===== src/rtl/oam_dma_pkg.sv =====
// Shared bus addresses, transfer length and state type for the OAM DMA engine.
package oam_dma_pkg;

    localparam logic [15:0] DMA_OAM_ADDR = 16'hFF46;
    localparam int          OAM_DMA_LEN  = 160;
    localparam logic [15:0] HRAM_START   = 16'hFF80;
    localparam logic [15:0] HRAM_END     = 16'hFFFE;

    typedef enum logic {
        DMA_IDLE     = 1'b0,
        DMA_TRANSFER = 1'b1
    } dma_state_t;

    // Pages E0-FF mirror C0-DF (echo RAM), so the source is fetched from the mirror.
    function automatic logic [7:0] source_page(input logic [7:0] page);
        return (page >= 8'hE0) ? page - 8'h20 : page;
    endfunction

endpackage


===== src/rtl/oam_dma_slot_timer.sv =====
// Byte-slot sequencer: walks phase within a byte and the byte index across the OAM image.
module oam_dma_slot_timer #(
    parameter  int CYCLES_PER_BYTE = 4,
    parameter  int OAM_BYTES       = 160,
    localparam int PHASE_W         = (CYCLES_PER_BYTE > 1) ? $clog2(CYCLES_PER_BYTE) : 1
) (
    input  logic               clk,
    input  logic               reset,
    input  logic               run,
    input  logic               restart,
    output logic [PHASE_W-1:0] phase,
    output logic [7:0]         idx,
    output logic               read_slot,
    output logic               write_slot,
    output logic               last_slot
);

    assign read_slot  = (phase == '0);
    assign write_slot = (phase == PHASE_W'(CYCLES_PER_BYTE - 1));
    assign last_slot  = write_slot && (idx == 8'(OAM_BYTES - 1));

    // NOTE: state registers use non-blocking assignments so every flop samples pre-edge values.
    always_ff @(posedge clk) begin
        if (reset || restart) begin
            phase <= '0;
            idx   <= '0;
        end else if (run) begin
            if (write_slot) begin
                phase <= '0;
                idx   <= last_slot ? 8'd0 : idx + 8'd1;
            end else begin
                phase <= phase + PHASE_W'(1);
            end
        end
    end

endmodule


===== src/rtl/oam_dma.sv =====
// OAM DMA engine: FF46 write copies one 160-byte page into OAM.
// Optional OAM_DMA_BUS_CONFLICT_EN flags CPU accesses outside HRAM while a transfer is active.
module oam_dma
    import oam_dma_pkg::*;
#(
    parameter int CYCLES_PER_BYTE = 4,
    parameter int START_DELAY     = 4,
    parameter int OAM_BYTES       = OAM_DMA_LEN
) (
    input  logic        clk,
    input  logic        reset,
    input  logic        cpu_write_en,
    input  logic        cpu_read_en,
    input  logic [15:0] cpu_addr,
    input  logic [7:0]  cpu_wdata,
    output logic [7:0]  cpu_rdata,
    output logic        src_read_en,
    output logic [15:0] src_addr,
    input  logic [7:0]  src_rdata,
    output logic        oam_we,
    output logic [7:0]  oam_addr,
    output logic [7:0]  oam_wdata,
    output logic        active,
    output logic        cpu_conflict
);

    localparam int DELAY_W = $clog2(START_DELAY + 1);
    localparam int PHASE_W = (CYCLES_PER_BYTE > 1) ? $clog2(CYCLES_PER_BYTE) : 1;

    dma_state_t         state_q, state_d;
    logic [7:0]         dma_reg, pend_page, cur_page, data_q;
    logic [DELAY_W-1:0] delay_q;
    logic [PHASE_W-1:0] phase;
    logic [7:0]         idx;
    logic               trigger, expire, run;
    logic               read_slot, write_slot, last_slot;

    assign trigger = cpu_write_en && (cpu_addr == DMA_OAM_ADDR);
    // A reload on the final countdown clk postpones the restart instead of firing it.
    assign expire  = !trigger && (delay_q == DELAY_W'(1));
    assign run     = (state_q == DMA_TRANSFER);
    assign active  = run;

    oam_dma_slot_timer #(
        .CYCLES_PER_BYTE (CYCLES_PER_BYTE),
        .OAM_BYTES       (OAM_BYTES)
    ) u_slot_timer (
        .clk        (clk),
        .reset      (reset),
        .run        (run),
        .restart    (expire),
        .phase      (phase),
        .idx        (idx),
        .read_slot  (read_slot),
        .write_slot (write_slot),
        .last_slot  (last_slot)
    );

    // The pending page is only adopted on delay expiry, so a running transfer keeps its source.
    always_ff @(posedge clk) begin
        if (reset) begin
            state_q   <= DMA_IDLE;
            dma_reg   <= 8'h00;
            pend_page <= 8'h00;
            cur_page  <= 8'h00;
            data_q    <= 8'h00;
            delay_q   <= '0;
        end else begin
            state_q <= state_d;
            if (trigger) begin
                dma_reg   <= cpu_wdata;
                pend_page <= source_page(cpu_wdata);
                delay_q   <= DELAY_W'(START_DELAY);
            end else if (delay_q != '0) begin
                delay_q <= delay_q - DELAY_W'(1);
            end
            if (expire)
                cur_page <= pend_page;
            if (run && read_slot)
                data_q <= src_rdata;
        end
    end

    // NOTE: every output of this block gets a default first so no latch can be inferred.
    always_comb begin
        state_d     = state_q;
        src_read_en = 1'b0;
        src_addr    = 16'h0000;
        oam_we      = 1'b0;
        oam_addr    = 8'h00;
        oam_wdata   = 8'h00;

        if (expire)
            state_d = DMA_TRANSFER;
        else if (run && last_slot)
            state_d = DMA_IDLE;

        if (run) begin
            if (read_slot) begin
                src_read_en = 1'b1;
                src_addr    = {cur_page, 8'h00} + 16'(idx);
            end
            if (write_slot) begin
                oam_we    = 1'b1;
                oam_addr  = idx;
                oam_wdata = data_q;
            end
        end
    end

    assign cpu_rdata = (cpu_read_en && (cpu_addr == DMA_OAM_ADDR)) ? dma_reg : 8'hFF;

`ifdef OAM_DMA_BUS_CONFLICT_EN
    assign cpu_conflict = active && (cpu_read_en || cpu_write_en) &&
                          ((cpu_addr < HRAM_START) || (cpu_addr > HRAM_END));
`else
    assign cpu_conflict = 1'b0;
`endif

endmodule


===== config.mk =====
export PLATFORM = sky130hd
export DESIGN_NAME = oam_dma
export DESIGN_NICKNAME = d
export VERILOG_FILES = /design/src/rtl/oam_dma_pkg.sv /design/src/rtl/oam_dma_slot_timer.sv /design/src/rtl/oam_dma.sv
export SDC_FILE = /design/constraint.sdc
export NUM_CORES = 1
export LEC_CHECK = 0
export ABC_AREA = 1
export ABC_CLOCK_PERIOD_IN_PS = 3500
export CORE_MARGIN = 5
export CORE_UTILIZATION = 45
export DETAILED_ROUTE_END_ITERATION = 10
export PLACE_DENSITY = 0.85
export SYNTH_ARGS = -nofsm -noshare
export SYNTH_HDL_FRONTEND = slang
export SYNTH_SLANG_ARGS = --single-unit

===== constraint.sdc =====
create_clock -name clk -period 3.5 [get_ports clk]
set_input_delay 0.7 -clock clk [delete_from_list [all_inputs] [get_ports clk]]
set_output_delay 0.7 -clock clk [all_outputs]
set_load 0.005 [all_outputs]

* Yosys cells after proc, flatten, opt, wreduce, memory -nomap -nowiden
Index checks and enable logic that the tools add are counted.
** Cells by class
- $add $sub $neg :: 5
- $lt $le $gt $ge :: 1
- Eq/ne operators :: 4
- Muxes and demuxes :: 18
- Reduce and logical (&&, ||, !) cells :: 14
** Operators with widths (number)
- $mux 8 :: 7
- $mux 16 :: 2
- $add 16x8->16 :: 1
- $eq 16x16->1 const B :: 1
- $add 8x1->8 const B :: 1
- $eq 8x8->1 const B :: 1
- $ge 8x8->1 const B :: 1
- $sub 8x6->8 const B :: 1
- $logic_and 1x1->1 :: 6
- $mux 1 :: 6
- $mux 3 :: 2
- $reduce_bool 2->1 :: 2
- $eq 3x1->1 const B :: 1
- $reduce_bool 3->1 :: 1
- $sub 3x1->3 const B :: 1
- $add 2x1->2 const B :: 1
- $eq 2x2->1 const B :: 1
- $logic_not 2->1 :: 1
- $mux 2 :: 1
- $reduce_and 2->1 :: 1
- $reduce_or 2->1 :: 1
- $logic_not 1->1 :: 1
- $logic_or 1x1->1 :: 1
** Word-level totals
- Register bits :: 46
- Input port bits :: 36
- Output and inout bits :: 44
- Logic and storage cells :: 51

* Longest topological paths before layout
- Depth in word-level cells :: 5
- Depth in mapped cells :: 9
- Depth with buffers taken out :: 9

* By module
A second synthesis with hierarchy kept.
** Second synthesis, totals
- Cells, all modules :: 344
- Area total of the unflattened synthesis :: 2245.9 sq um
** By module, submodules not included
- oam_dma :: instances 1, cells each 271, area an instance 1715.4 sq um, seq. area each 620.6 sq um
- oam_dma_slot_timer :: instances 1, cells each 73, area an instance 530.5 sq um, seq. area each 200.2 sq um

* Worst setup path before layout
Ideal clock, no wire load.
- Path kind :: in2out
- From :: in cpu_addr[0]
- To :: out cpu_rdata[0]
- Arrival :: 1.399 ns
- Data required time :: 2.800 ns
- Slack :: 1.401 ns
- Stages on the path :: 6
- Buffers on the path :: 0
- Cells stage by stage :: inv_1 -> nand2_1 -> nor3_1 -> nand2_1 -> nor3b_2 -> nand2_1
** On the way
- Cells in the longest elaborated chain, start to end :: 3
** RTL lines
- start: declaration :: line oam_dma.sv:14 : input logic [15:0] cpu_addr,
- $eq 16x16->1 :: line oam_dma.sv:111 : assign cpu_rdata = (cpu_read_en && (cpu_addr == DMA_OAM_ADDR)) ? dma_reg : 8'hFF;
- $logic_and 1x1->1 :: line oam_dma.sv:111
- $mux 8 :: line oam_dma.sv:111
- end: declaration :: line oam_dma.sv:16 : output logic [7:0] cpu_rdata,
Every way passes these cells.

* Final worst setup path
- From :: in cpu_addr[12]
- To :: out cpu_rdata[5]
The elaborated chain is that of the path after synthesis.

==> flow_summary.toml <==
[power]
p_clk_frac = 0.224
switching_share = 0.330
p_comb_frac = 0.322
seqPwrFrac = 0.454
power.switching_uw = 434
p_per_area_nw_per_um2 = 422
total_power_mw = 1.32
p_leak_nw = 1.32
p_int_uw = 882
peakVddDrop_mv = 0.312

[worst_setup_path]
arrival_ns = 2.47
cp-start-kind = "input port"
r2r_slack_ns = 1.86
cp.required_ns = 2.80
criticalPathCategory = "input port to output pin"
rr_worst_depth = 6
cp_max_fo = 8
endpoint_kind = "output pin"
reg2reg_from = "u_slot_timer.phase[0]$_SDFFE_PP0P_"
timing.rr.end = "data_q[0]$_SDFFE_PP0P_"

[place]
place_area_um2 = 3040
dp.cells = 472
port_buffers = 78
pre_cts_slack_ns = 0.307
gp_congestion = 0.788
dp_hpwl_um = 3970

[sta]
slew_headroom = 0.543
fin_skew_ns = 0.00550
rsz0062_at_grt = "false"
worst_slew_pin_slew_ns = 0.685
hold_violations = 0
fin_ws_ns = 0.328
finalCriticalPeriod_ns = 3.17
drv_slew = 0
setup_violations = 0
fmax_mhz = 315
hold_ws_ns = 0.456
period_share = 0.906
finalSetupTns_ns = 0

[detailed_routing]
routed_wl_um = 5180
drcViolationCount = 0
antenna_left = 0
drt-wirelength-per-cell_um = 10.8
routed_via_density = 4.59
vias = 2203
first_pass_iters = 4
first_iter_violations = 71

[floorplan]
coreArea_um2 = 4790
rows = 25
die_h_um = 80.5
io_pins = 80
start_util = 0.468
dieWidth_um = 80.5
die_area_um2 = 6490

[clocking]
post_cts_buffers = 0
cts-buffers-inserted = 5
cts_tree = "yes"
clockBufferDepth = 2
htree_num_levels = 2
clk_pin_slew_ns = 0.07
cts_resized = 0
hold_buffers = 0
insertion_delay_ns = 0.29
clock-root-buffer = "clkbuf_8"
cts.sinks = 41

[cells_and_area]
fin_nets = 456
diodes = 0
layout.cells.non_filler = 480
final_util = 0.652
drive_gt1_frac = 0.0533
design_area_um2 = 3120
area_growth_pct = 39.3

[min_path]
hold_path.class = "flip-flop to flip-flop"
holdPathStages = 2
min_to = "data_q[1]$_SDFFE_PP0P_"
worstHoldStart = "data_q[1]$_SDFFE_PP0P_"

[job]
cap_viol_max_count = 0

[logic_synthesis]
synth_edf_count = 0
synth_cells = 338
seq_area_frac_synth = 0.367
async_reset_ff_frac = 0
syn_nets = 382
synth.distinct_cells = 26
syn_area_um2 = 2240
yosys_warnings = 0
synth_flop_cell = "dfxtp_1"
avgSynthCellArea_um2 = 6.62
ys_seq_elements = 41

[grt]
track_usage = 0.172
antenna_found_initial = 0
grt_first_pass_wirelength_um = 8820
grt_pass1_vias = 2136
grt.overflow.total = 0
grt_start_max_net_pins = 37

[run_status]
outcome = "complete, no violations"
## power by group through the flow
| stage | Sequential [mW] | Combinational (mW) | Clock, mW |
|---|---|---|---|
| 5_1_grt | 0.609 | 0.495 | 0.325 |
| 3_5_place_dp | 0.608 | 0.426 | 0 |
| 2_1_floorplan | 0.593 | 0.312 | 0 |
| 6_report | 0.597 | 0.424 | 0.295 |
| 4_1_cts | 0.598 | 0.430 | 0.303 |
| 3_3_place_gp | 0.605 | 0.410 | 0 |
## placed cells by master, fill, tap and decap left out, drive strengths merged, types with 2 or more instances in the layout
| cell | netlist | layout |
|---|---|---|
| ha | 8 | 8 |
| nor3 | 2 | 2 |
| clkbuf | 4 | 6 |
| nand3 | 19 | 19 |
| nand2 | 62 | 62 |
| inv | 67 | 67 |
| nor2 | 74 | 74 |
| xor2 | 6 | 6 |
| clkinv | 0 | 2 |
| buf | 9 | 2 |
| a21oi | 21 | 21 |
| o21ai | 19 | 19 |
| nand4 | 4 | 4 |
| dfxtp | 41 | 41 |
| clkdlybuf4s50 | 0 | 78 |
## critical path, stage by stage
cell and delay (ns):
clkdlybuf4s50_1 0.48, nand2_1 0.05, nor2_1 0.10, nand4_1 0.10, nor3b_2 0.46, nand2_1 0.11, clkdlybuf4s50_1 0.47
## final cells by class
cell class              count  area, um2
fillers                   441       1670
multi-input cells         217       1080
flip-flops and latches     41        821
repair buffers             80        796
inverters                  67        251
well taps                  67       83.8
clock buffers               6       72.6
clock inverters             2       10.0
## routing by layer
| layer | vias up | track usage | share of wire | wire [um] |
|---|---|---|---|---|
| met2 | 80 | 0.318 | 0.48 | 2500 |
| met5 | - | 0 | 0 | 0 |
| met3 | 4 | 0.0594 | 0.088 | 458 |
| met1 | 955 | 0.182 | 0.42 | 2190 |
| li1 | 1164 | - | - | - |
| met4 | 0 | 0.0507 | 0.0069 | 36 |
## kinds of logic after synthesis
logic type	after synthesis	share of synthesized area
simple gates	162	0.325
other cells	1	0.00168
xor+xnor	6	0.0235
fa+ha+maj	8	0.0447
buf+inv	80	0.149
flops	41	0.367
compound gates	40	0.0894
## cell usage after synthesis, types with 3 or more instances
cell type,n,share of area
xor2_1,6,0.023
nor2_2,3,0.0084
nand4_1,4,0.011
buf_6,3,0.015
nor2_1,69,0.12
nand3_1,16,0.036
nand2_1,58,0.097
ha_1,8,0.045
a21oi_1,21,0.047
buf_2,3,0.0067
o21ai_1,6,0.013
inv_1,67,0.11
o21ai_0,13,0.029
clkbuf_1,4,0.0067
dfxtp_1,41,0.37
## how the worst max path moves through the flow
stage                            start            to  slack (ns)
after floorplan            cpu_addr[0]  cpu_rdata[0]        1.40
after global placement    cpu_addr[12]  cpu_rdata[6]        0.34
after detailed placement   cpu_addr[2]  cpu_rdata[2]        0.31
after CTS                  cpu_addr[2]  cpu_rdata[0]        0.29
after global routing       cpu_addr[0]  cpu_rdata[7]        0.07
final                     cpu_addr[12]  cpu_rdata[5]        0.33
Power figures use the tool's default switching activity.
